===== config.mk =====
export PLATFORM = sky130hd
export DESIGN_NAME = lzc_miao16
export DESIGN_NICKNAME = d
export VERILOG_FILES = /design/src/rtl/lzc_miao16.sv
export SDC_FILE = /design/constraint.sdc
export NUM_CORES = 1
export LEC_CHECK = 0
export ABC_AREA = 1
export BUFFER_PORTS_ARGS = -buffer_cell sky130_fd_sc_hd__buf_2
export CAP_MARGIN = 40
export CORE_AREA = 8 8 45 47
export DETAILED_ROUTE_END_ITERATION = 8
export DIE_AREA = 0 0 53 55
export PLACE_DENSITY_LB_ADDON = 0.3
export SLEW_MARGIN = 20
export SYNTH_ARGS = -nofsm -noshare
export SYNTH_HDL_FRONTEND = slang
export SYNTH_SLANG_ARGS = --single-unit

===== constraint.sdc =====
create_clock -name clk -period 0.8 [get_ports clk]
set_input_delay 0.04 -clock clk [delete_from_list [all_inputs] [get_ports clk]]
set_output_delay 0.04 -clock clk [all_outputs]
set_load 0.1 [all_outputs]

===== src/rtl/lzc_miao16.sv =====
// rtl/lzc_miao16.sv - registered 16-bit leading-zero counter (Miao nibble tree)
// Optional LZC_IN_REG_EN adds an input register stage (latency 2).
module lzc_miao16 #(
  parameter int RANGE_WIDTH = 16,
  parameter int D_SIZE      = 4
) (
  input  logic                   clk,
  input  logic                   reset,
  input  logic                   in_valid,
  input  logic [RANGE_WIDTH-1:0] in,
  output logic                   out_valid,
  output logic [D_SIZE-1:0]      out_z,
  output logic                   v
);

  logic [RANGE_WIDTH-1:0] stage_in;
  logic                   stage_valid;

`ifdef LZC_IN_REG_EN
  logic [RANGE_WIDTH-1:0] in_q;
  logic                   in_valid_q;

  always_ff @(posedge clk or negedge reset) begin
    if (!reset) begin
      in_q       <= '0;
      in_valid_q <= 1'b0;
    end else begin
      in_q       <= in;
      in_valid_q <= in_valid;
    end
  end

  assign stage_in    = in_q;
  assign stage_valid = in_valid_q;
`else
  assign stage_in    = in;
  assign stage_valid = in_valid;
`endif

  // A zero nibble reports 3 so the cell stays X-free; the encoder never selects it.
  function automatic logic [1:0] nib_lz(input logic [3:0] n);
    logic [1:0] z;
    if (n[3])      z = 2'd0;
    else if (n[2]) z = 2'd1;
    else if (n[1]) z = 2'd2;
    else           z = 2'd3;
    return z;
  endfunction

  logic [3:0]        a;
  logic [1:0]        z [4];
  logic [1:0]        sel;
  logic              v_d;
  logic [D_SIZE-1:0] out_z_d;

  always_comb begin
    for (int i = 0; i < 4; i++) begin
      a[i] = (stage_in[i*4 +: 4] == 4'd0);
      z[i] = nib_lz(stage_in[i*4 +: 4]);
    end
  end

  always_comb begin
    sel = 2'd3;
    if (!a[3])      sel = 2'd0;
    else if (!a[2]) sel = 2'd1;
    else if (!a[1]) sel = 2'd2;
    v_d     = ~(&a);
    out_z_d = '0;
    if (v_d) out_z_d = {sel, z[3 - sel]};
  end

  logic              out_valid_q;
  logic [D_SIZE-1:0] out_z_q;
  logic              v_q;

  always_ff @(posedge clk or negedge reset) begin
    if (!reset) begin
      out_valid_q <= 1'b0;
      out_z_q     <= '0;
      v_q         <= 1'b0;
    end else begin
      out_valid_q <= stage_valid;
      if (stage_valid) begin
        out_z_q <= out_z_d;
        v_q     <= v_d;
      end
    end
  end

  assign out_valid = out_valid_q;
  assign out_z     = out_z_q;
  assign v         = v_q;

endmodule


==> results_dict.tcl, run 1 <==
set metrics [dict create \
    setup_violations 8 \
    initial_core_util_pct 34.8 \
    slew_violations 0 \
    postSynthCellCount 65 \
    regArea_um2 170 \
    final_nets 117 \
    detail_route.iter0.violations 2 \
    crit_chain "buf_12" \
    critical_path_class "flop to output pin" \
    ant_nets 0 \
    fin_util_pct 58.1 \
    vias_per_cell 4.39 \
    via_count 492 \
    seq_area_frac_synth_pct 31.2 \
    cap_violations 0 \
    finalCritPeriodShare_pct 118 \
    wirelength_um 1180 \
    netlist_area_um2 482 \
    core_mm2 0.00138 \
    multi_input_area_um2 303 \
    worstSetupEndpointType "output pin" \
    cp_slowest_cell "dfrtp_4" \
    hp-class "input pin to flop" \
    die_w_um 53 \
    fillers 135 \
    placementRows 14 \
    grt_pass1_vias 524 \
    tritoncts.num_buffers 3 \
    cp-start-kind "flop" \
    worstMarginPinSlew_ps 167 \
    failed_checks "negative setup slack" \
    fmax_ghz 1.06 \
    ys_seq_elements 6 \
    n_antenna_cell 0 \
    syn_to_final_growth_pct 67.0 \
    irDropWorstVdd_mv 0.466 \
    cp_top_family "flip-flops" \
    skew_ps 0 \
    syn_nets 84 \
    grt_overflow 0 \
    worst_hold_slack_ps 14.7 \
    path_buf_inv 1 \
    rrSetupSlack_ps -30 \
    place_congestion 0.808 \
    drt-pass1-iter-count 4 \
    rsz0062_at_grt "yes" \
    htreeDepth 1 \
    synth_cell_types 18 \
    clockBufferDepth 2 \
    fp.dieH_um 55 \
    io-pin-count 25 \
    die_area_mm2 0.00292 \
    finalPower_mw 1.03 \
    worstPathArrival_ps 900 \
    final_common_cell "buf_2" \
    dp_hpwl_um 1060 \
    path_clk_slew_ps 50 \
    relSlewSlack_pct 88.8 \
    drc 0 \
    avgSynthCellArea_um2 7.41 \
    track_usage_pct 8.89 \
    drive_above_1_share_pct 59.4 \
    cts_root_buffer "clkbuf_4" \
    grt_first_pass_wirelength_um 1990 \
    slowest_delay_ps 490 \
    finalWorstSetupSlack_ps -143 \
    routedWlPerCell_um 10.5 \
    antenna_found_initial 0 \
    final_cell_mix "18 x buf_2, 12 x nand2_1, 9 x nor2_1" \
    p_leak_nw 0.414 \
    numClockSinks 6 \
    cp_max_fo 2 \
    ys_warn_count 0 \
    status "finished with violations" \
    io_buffers 24 \
    clkLatencyLatePin_ps 240 \
    powerDensity_mw_per_mm2 1280 \
    required_ps 760 \
    grt_max_degree 8 \
    fin_crit_ps 943 \
    hold_viol 0 \
    cts_tree "done" \
]
-- state kept, by name (all words and copies together) (netlist names) --
name	cells
v	1
out_z	4
out_valid	1
-- what timing repair did --
item	in CTS	in global routing
gates resized for setup	2	2
buffers inserted	1	1
endpoints found under the hold margin	6	0
endpoints found under the setup margin	6	7
hold buffers	1	0
-- final cells by class --
class                   count  share of cell area, %
repair buffers             28                   31.1
inverters                  10                   4.82
clock buffers               3                   2.80
multi-input cells          49                   37.6
flip-flops and latches      6                   21.2
well taps                  16                   2.49
-- report_power, final --
part / switching, mW / internal [mW] / total (mW) / leakage (nW)
Clock: 0.102 / 0.169 / 0.271 / 0.0138
Combinational: 0.247 / 0.163 / 0.410 / 0.334
Sequential: 0.0190 / 0.333 / 0.352 / 0.0663
Total: 0.368 / 0.666 / 1.03 / 0.414
-- cells by family (layout without fill, tap and decap cells) --
logic type             count (synthesis)  in the layout  synth area share [%]
AOI/OAI and AO/OA                      9              9                  13.0
buffers and inverters                 10             41                  8.05
DFF                                    6              6                  31.2
and+or+nand+nor                       40             40                  47.8
-- worst paths after layout --
| check | from | to | cells past startpoint |
|---|---|---|---|
| max reg2reg | out_z[1] | out_z[1] | 3 |
| min in group asynchronous | reset | out_z[1] | 2 |
| min | in_valid | out_valid | 1 |
| min reg2reg | v | v | 2 |
| max in group asynchronous | reset | out_z[2] | 2 |
| max | out_z[1] | out_z[1] | 1 |
-- metrics by stage --
step,setup slack (ps),setup TNS [ps],instance area [um^2],instances
global route,-161,-904,805,112
CTS,-149,-795,791,111
finish,-143,-764,805,112
floorplan,-108,-363,504,65
detailed placement,-123,-469,742,106
global placement,-110,-394,742,106
-- cell usage after synthesis --
master	count	share of area [%]
nor2_4	1	2.3
dfrtp_1	6	31
nand3_2	2	4.2
nor2_8	1	4.2
nor2_2	3	3.9
a21oi_2	2	3.6
a21oi_1	1	1.0
inv_2	4	3.1
nand2_4	3	7.0
nand2_1	13	10
nor2_1	10	7.8
o21ai_1	2	2.1
nand3b_1	1	1.6
clkinv_2	1	1.0
nand2_2	2	2.6
o21bai_1	4	6.2
inv_1	5	3.9
nand3_1	4	4.2
-- layer usage --
layer	vias to the layer above	part of all wire [%]	track usage, %
met5	-	0	0
met4	0	0	6.47
met3	0	7.5	1.60
met2	17	53	15.6
met1	208	39	9.38
li1	267	-	-
No activity file was read; power rests on OpenSTA's default activity.
==> inputs of run 2 (changes only) <==
--- a/config.mk
+++ b/config.mk
@@ -11,6 +11,7 @@
 export CORE_AREA = 8 8 45 47
 export DETAILED_ROUTE_END_ITERATION = 8
 export DIE_AREA = 0 0 53 55
+export GPL_TIMING_DRIVEN = 1
 export PLACE_DENSITY_LB_ADDON = 0.3
 export SLEW_MARGIN = 20
 export SYNTH_ARGS = -nofsm -noshare
==> constraint.sdc (replaced) <==
create_clock -name clk -period 0.8 [get_ports clk]
set_input_delay 0.04 -clock clk [delete_from_list [all_inputs] [get_ports clk]]
set_output_delay 0.04 -clock clk [all_outputs]
set_load 0.005 [all_outputs]
==> results_dict.tcl, run 2 (synthesized netlist as in run 1, its figures left out) <==
set metrics [dict create \
    status "finished, final reports clean" \
    io_buffers 24 \
    cp_max_fo 2 \
    numClockSinks 6 \
    detail_route.iter0.violations 4 \
    final_common_cell "buf_2" \
    fin_setup_tns_ps 0 \
    drc 0 \
    stdcell_count 115 \
    final_area_um2 702 \
    core_mm2 0.00138 \
    dp_hpwl_um 1000 \
    ant_nets 0 \
    path_buf_inv 1 \
    largest_register_ffs 4 \
    fin_crit_ps 776 \
    finalCritPeriodShare_pct 97.0 \
    fillers 138 \
    grt_max_degree 8 \
    clockBufferDepth 2 \
    die_w_um 53 \
    cp-start-kind "flop" \
    cts-resized-gates 0 \
    irDropWorstVdd_mv 0.378 \
    powerDensity_mw_per_mm2 1170 \
    switchingPower_mw 0.221 \
    grt_overflow 0 \
    path_clk_slew_ps 40 \
    cp_slowest_cell "dfrtp_1" \
    placed_area_um2 637 \
    rsz0062_at_grt "yes" \
    drt-pass1-iter-count 3 \
    via_count 509 \
    final_cell_mix "24 x buf_2, 13 x nand2_1, 10 x nor2_1" \
    drive_above_1_share_pct 51.5 \
    grt_first_pass_wirelength_um 1860 \
    critical_path_class "flop to output pin" \
    initial_core_util_pct 34.8 \
    worstSetupEndpointType "output pin" \
    swShare_pct 27.0 \
    placementRows 14 \
    track_usage_pct 8.39 \
    die_area_mm2 0.00292 \
    antenna_found_initial 0 \
    grt_pass1_vias 500 \
    io-pin-count 25 \
    cts_tree "done" \
    slew_violations 0 \
    required_ps 760 \
    fmax_ghz 1.29 \
    multi_input_area_um2 293 \
    finalWorstSetupSlack_ps 24.3 \
    crit_chain "buf_2" \
    regArea_um2 150 \
    pwr-share-seq_pct 40.4 \
    cp_top_family "flip-flops" \
    hp-class "input pin to flop" \
    hold_viol 0 \
    post-place-ws_ps -109 \
    htreeDepth 1 \
    skew_ps 0 \
    placed_cells 107 \
    p_leak_nw 0.405 \
    worstMarginPinSlew_ps 165 \
    tritoncts.num_buffers 3 \
    vias_per_cell 4.43 \
    syn_to_final_growth_pct 45.7 \
    relSlewSlack_pct 89.0 \
    cap_violations 0 \
    worstPathArrival_ps 740 \
    n_antenna_cell 0 \
    internal_power_mw 0.598 \
    routedWlPerCell_um 10.4 \
    fp.dieH_um 55 \
    slowest_delay_ps 370 \
    setup_violations 0 \
    comb_power_share_pct 26.3 \
    clkLatencyLatePin_ps 240 \
    worst_hold_slack_ps 86.7 \
    cts_root_buffer "clkbuf_4" \
    final_nets 120 \
    power_frac_clock_pct 33.3 \
    place_congestion 0.784 \
    wirelength_um 1200 \
]
[run 2: cell types whose count changed in the layout (fill, tap and decap cells not counted), sizes merged]
cell,delta
dlygate4sd3,+1
buf,+2
[run 2: stage by stage]
stage / utilization, % / power (mW)
detailed placement: 46.0 / 0.535
global route: 50.7 / 0.868
floorplan: - / 0.435
finish: 50.7 / 0.818
CTS: 49.1 / 0.825
global placement: 46.0 / 0.530
[run 2: layout make-up]
type / count / share of cell area (%)
repair buffers: 31 / 25.3
well taps: 16 / 2.85
clock buffers: 3 / 3.21
inverters: 10 / 5.53
flip-flops and latches: 6 / 21.4
multi-input cells: 49 / 41.7
[run 2: metal layers]
| layer | track usage (%) | part of all wire, % | vias to the layer above |
|---|---|---|---|
| li1 | - | - | 271 |
| met1 | 8.29 | 40 | 223 |
| met2 | 14.8 | 53 | 13 |
| met3 | 1.34 | 5.9 | 2 |
| met4 | 7.76 | 1.2 | 0 |
| met5 | 0 | 0 | - |
[run 2: path summary, 6_finish.rpt]
| kind | startpoint | endpoint | slack, ps | depth (start not counted) |
|---|---|---|---|---|
| max reg2reg | out_z[1] | out_z[1] | 40 | 3 |
| min in group asynchronous | reset | out_z[0] | 150 | 2 |
| min reg2reg | v | v | 480 | 2 |
| min | in_valid | out_z[3] | 90 | 3 |
| max in group asynchronous | reset | out_valid | 510 | 2 |
| max | out_z[1] | out_z[1] | 20 | 1 |
[run 2: power by group through the flow]
| stage | registers [mW] | logic [mW] | clock network, mW |
|---|---|---|---|
| 2_1_floorplan | 0.337 | 0.0976 | 0 |
| 3_3_place_gp | 0.334 | 0.196 | 0 |
| 3_5_place_dp | 0.335 | 0.200 | 0 |
| 4_1_cts | 0.331 | 0.208 | 0.286 |
| 5_1_grt | 0.332 | 0.241 | 0.295 |
| 6_report | 0.330 | 0.216 | 0.273 |
[run 2: worst register-to-register path, stage by stage (launching register included)]
cell	delay, ps
dfrtp_1	370
buf_4	130
nor2_1	110
a21oi_2	40
[run 2: repair_timing]
item                                    CTS  global route
hold buffers                              2             0
hold endpoints to repair                  7             0
buffers inserted                          0             3
endpoints found under the setup margin    0             3
